===== src/rtl/mult_sched.sv =====
// mult_sched: arbitrates N_REQ requesters onto one shift-add multiplier datapath and sequences it.
// Define MULT_SCHED_RR_EN for round-robin arbitration; otherwise the lowest pending index wins.
module mult_sched #(
  parameter int unsigned N_REQ = 4,
  parameter int unsigned WIDTH = 8,
  parameter int unsigned IDW   = $clog2(N_REQ)
) (
  input  logic             i_clk,
  input  logic             i_rst,
  input  logic [N_REQ-1:0] i_req,
  input  logic             i_lsb,
  output logic [N_REQ-1:0] o_gnt,
  output logic [IDW-1:0]   o_sel,
  output logic             o_load,
  output logic             o_add,
  output logic             o_shift,
  output logic             o_busy,
  output logic             o_done,
  output logic [IDW-1:0]   o_done_id
);

  localparam int unsigned CNTW = $clog2(WIDTH + 1);

  typedef enum logic [2:0] {
    S_IDLE  = 3'd0,
    S_INIT  = 3'd1,
    S_CHECK = 3'd2,
    S_ADD   = 3'd3,
    S_SHIFT = 3'd4,
    S_DONE  = 3'd5
  } state_e;

  state_e           state_q;
  logic [CNTW-1:0]  cnt_q;
  logic [N_REQ-1:0] gnt_q;
  logic [IDW-1:0]   sel_q;
  logic [IDW-1:0]   done_id_q;
  logic             load_q;
  logic             add_q;
  logic             shift_q;
  logic             busy_q;
  logic             done_q;

  logic [IDW-1:0]   base_c;
  logic [IDW-1:0]   idx_c;
  logic [IDW-1:0]   win_c;
  logic             found_c;
  logic             arb_fire_c;

  assign arb_fire_c = ((state_q == S_IDLE) || (state_q == S_DONE)) && found_c;

`ifdef MULT_SCHED_RR_EN
  logic [IDW-1:0] ptr_q;

  assign base_c = ptr_q;

  // Priority restarts just past the most recent winner.
  always_ff @(posedge i_clk or posedge i_rst) begin
    if (i_rst) begin
      ptr_q <= '0;
    end else if (arb_fire_c) begin
      ptr_q <= IDW'((32'(win_c) + 32'd1) % N_REQ);
    end
  end
`else
  assign base_c = '0;
`endif

  // Scan requesters starting at base_c; first pending one wins.
  always_comb begin
    win_c   = '0;
    idx_c   = '0;
    found_c = 1'b0;
    for (int unsigned i = 0; i < N_REQ; i++) begin
      idx_c = IDW'((32'(base_c) + i) % N_REQ);
      if (!found_c && i_req[idx_c]) begin
        found_c = 1'b1;
        win_c   = idx_c;
      end
    end
  end

  // Sequencer: outputs are registered alongside the state they decode.
  always_ff @(posedge i_clk or posedge i_rst) begin
    if (i_rst) begin
      state_q   <= S_IDLE;
      cnt_q     <= '0;
      gnt_q     <= '0;
      sel_q     <= '0;
      done_id_q <= '0;
      load_q    <= 1'b0;
      add_q     <= 1'b0;
      shift_q   <= 1'b0;
      busy_q    <= 1'b0;
      done_q    <= 1'b0;
    end else begin
      gnt_q   <= '0;
      load_q  <= 1'b0;
      add_q   <= 1'b0;
      shift_q <= 1'b0;
      done_q  <= 1'b0;
      case (state_q)
        S_IDLE, S_DONE: begin
          if (found_c) begin
            state_q <= S_INIT;
            sel_q   <= win_c;
            gnt_q   <= N_REQ'(1) << win_c;
            load_q  <= 1'b1;
            busy_q  <= 1'b1;
          end else begin
            state_q <= S_IDLE;
            busy_q  <= 1'b0;
          end
        end
        S_INIT: begin
          state_q <= S_CHECK;
          cnt_q   <= '0;
        end
        S_CHECK: begin
          if (i_lsb) begin
            state_q <= S_ADD;
            add_q   <= 1'b1;
          end else begin
            state_q <= S_SHIFT;
            shift_q <= 1'b1;
          end
        end
        S_ADD: begin
          state_q <= S_SHIFT;
          shift_q <= 1'b1;
        end
        S_SHIFT: begin
          cnt_q <= cnt_q + CNTW'(1);
          if (cnt_q == CNTW'(WIDTH - 1)) begin
            state_q   <= S_DONE;
            done_q    <= 1'b1;
            done_id_q <= sel_q;
          end else begin
            state_q <= S_CHECK;
          end
        end
        default: begin
          state_q <= S_IDLE;
          busy_q  <= 1'b0;
        end
      endcase
    end
  end

  assign o_gnt     = gnt_q;
  assign o_sel     = sel_q;
  assign o_load    = load_q;
  assign o_add     = add_q;
  assign o_shift   = shift_q;
  assign o_busy    = busy_q;
  assign o_done    = done_q;
  assign o_done_id = done_id_q;

endmodule


===== config.mk =====
export PLATFORM = sky130hd
export DESIGN_NAME = mult_sched
export DESIGN_NICKNAME = d
export VERILOG_FILES = /design/src/rtl/mult_sched.sv
export SDC_FILE = /design/constraint.sdc
export NUM_CORES = 1
export LEC_CHECK = 0
export ABC_AREA = 1
export BUFFER_PORTS_ARGS = -buffer_cell sky130_fd_sc_hd__buf_2
export CORE_MARGIN = 4
export CORE_UTILIZATION = 50
export CTS_BUF_LIST = sky130_fd_sc_hd__clkbuf_16
export DETAILED_ROUTE_END_ITERATION = 12
export GPL_TIMING_DRIVEN = 0
export PLACE_DENSITY = 0.75
export SKIP_CTS_REPAIR_TIMING = 1
export SYNTH_ARGS = -nofsm -noshare
export SYNTH_HDL_FRONTEND = slang
export SYNTH_SLANG_ARGS = --single-unit
export TNS_END_PERCENT = 100

===== constraint.sdc =====
create_clock -name i_clk -period 1.9 [get_ports i_clk]
set_clock_uncertainty 0.1 [all_clocks]
set_input_delay 0.095 -clock i_clk [delete_from_list [all_inputs] [get_ports i_clk]]
set_output_delay 0.095 -clock i_clk [all_outputs]
set_load 0.02 [all_outputs]

==> impl_metrics.tcl <==
set metrics [dict create \
    hold_depth 3 \
    final_cell_mix "nand2_1 (22), dfrtp_1 (20), buf_2 (19)" \
    syn_nets 101 \
    grt_max_degree 21 \
    cp.arrival_ns 1.35 \
    cts-root-buf "clkbuf_16" \
    crit_path_end_kind "flop" \
    slew_violations 0 \
    firstDrtPassIters 4 \
    drtIter0Drc 11 \
    antenna_cells 0 \
    insertion_delay_ns 0.24 \
    critPathMaxFanout 4 \
    path_clk_slew_ns 0.05 \
    worst_slew_pin_slew_ns 0.7260 \
    vias 675 \
    gp_congestion 0.7741 \
    final_common_cell "nand2_1" \
    numCtsBuffers 3 \
    routed_via_density 5.114 \
    drcViolationCount 0 \
    place_area_um2 955.9 \
    synth-xor-area-share 0 \
    crit_type "flop to flop" \
    hold_path.class "input port to flop" \
    fp.dieW_um 49.01 \
    p_leak_nw 0.6016 \
    syn_area_per_cell_um2 9.041 \
    startpoint_type "flop" \
    core_area_um2 1541 \
    drv_cap 0 \
    track_usage 0.1432 \
    grt_pass1_wl_mm 2.773 \
    cts_tree "done" \
    fin_area_um2 1041 \
    synth.distinct_cells 13 \
    period_share 0.6939 \
    ios 20 \
    final_antenna_net_count 0 \
    grt-ovfl-total 0 \
    cp_data_required_time_ns 1.93 \
    grt_pass1_vias 671 \
    fin_tns_setup_ns 0 \
    finalNetCount 126 \
    layout-drive-gt1-share 0.2586 \
    wl_per_cell_um 11.69 \
    slew_headroom 0.5155 \
    yosys.area_share.adder 0.01488 \
    achievable-frequency_mhz 758.5 \
    htreeDepth 1 \
    areaGrowthSynthToFinish_pct 23.81 \
    reg2reg_depth 6 \
    seq_area_frac_synth 0.5952 \
    antenna_found_initial 0 \
    ys_warn_count 0 \
    ir_drop_v 0.0008040 \
    rows 14 \
    syn_area_um2 840.8 \
    clockBufferDepth 2 \
    yosys.area_share.simple 0.2976 \
    setup_viol 0 \
    ys_ff_latch 20 \
    start_util 0.5455 \
    rsz0062_at_grt "false" \
    violations "negative hold slack" \
    p_per_area_nw_per_um2 1507 \
    period_needed_ns 1.318 \
    hold_viol 2 \
    dieArea_um2 2401 \
    whs_ns -0.01818 \
    drt-total-wl_mm 1.543 \
    cts.sinks 20 \
    synth_compound_gate_area_share 0.02976 \
    syn_inst 93 \
    status "finished, violations left" \
    synth.area.mux_share 0 \
    synth_top_family_by_area "simple AND/OR/NAND/NOR gates" \
    dieHeight_um 49.01 \
    port_buffers 19 \
    place_hpwl_mm 1.175 \
]
[logic make-up after synthesis]
kind of cell,after synthesis
AND/OR/NAND/NOR,53
AO/OA/AOI/OAI,5
adder cells (fa/ha/maj),1
buffers and inverters,14
flip-flops,20
[sequential cells by signal, summed over array words and instances, names as in the netlist]
register	cells
o_busy	1
cnt_q	4
o_shift	1
o_done	1
o_add	1
o_load	1
o_gnt	4
o_sel	2
o_done_id	2
state_q	3
[cell usage after synthesis]
library cell	n	area [um2]
nor2_1	11	41.29
inv_1	12	45.04
ha_1	1	12.51
nor2_4	2	22.52
nand2_4	1	11.26
nand2_2	2	12.51
nand2_1	22	82.58
nand3_2	1	10.01
o21ai_0	4	20.02
o21ai_1	1	5.000
nand3_1	14	70.07
inv_2	2	7.510
dfrtp_1	20	500.5
[layout make-up]
cell class              instances  area, um2
clock buffers                   3      75.07
repair buffers                 20      105.1
inverters                      14      52.55
well taps                      16      20.02
multi-input cells              59      287.8
fillers                       134      500.5
flip-flops and latches         20      500.5
[critical path: stages, from the launching register on]
cell	delay [ns]
dfrtp_1	0.39
ha_1	0.21
nand3_1	0.15
nor2_4	0.18
inv_2	0.07
nand2_1	0.06
nand2_1	0.05
[report_power, final]
group	internal (mW)	switching, mW
combinational	0.164	0.351
clock	0.277	0.139
sequential	0.547	0.0913
total	0.987	0.581
[final timing paths]
path	end	start	slack, ns
max in group asynchronous	state_q[2]	i_rst	0.82
hold reg to reg	o_busy	o_busy	0.36
setup reg to reg	o_done_id[0]	cnt_q[0]	0.58
setup / recovery	o_done_id[0]	cnt_q[0]	0.58
hold / removal	o_gnt[0]	i_req[0]	-0.02
min in group asynchronous	cnt_q[3]	i_rst	0.42
[metrics by stage]
step | cells | utilization | power [mW] | setup WS, ns
6_report | 132 | 0.6753 | 1.569 | 0.5815
5_1_grt | 132 | 0.6753 | 1.685 | 0.4801
4_1_cts | 131 | 0.6688 | 1.578 | 0.5633
3_5_place_dp | 128 | 0.6201 | 1.160 | 0.5706
3_3_place_gp | 128 | 0.6201 | 1.135 | 0.6152
2_1_floorplan | 93 | - | 1.002 | 0.7198
[metal layers]
| layer | wire, um | vias to the layer above | GRT usage |
|---|---|---|---|
| met5 | 0 | - | 0 |
| met4 | 8 | 0 | 0.04036 |
| met3 | 69 | 2 | 0.02752 |
| met2 | 820 | 15 | 0.2630 |
| met1 | 644 | 323 | 0.1663 |
| li1 | - | 335 | - |
No activity file was read; power rests on OpenSTA's default activity.
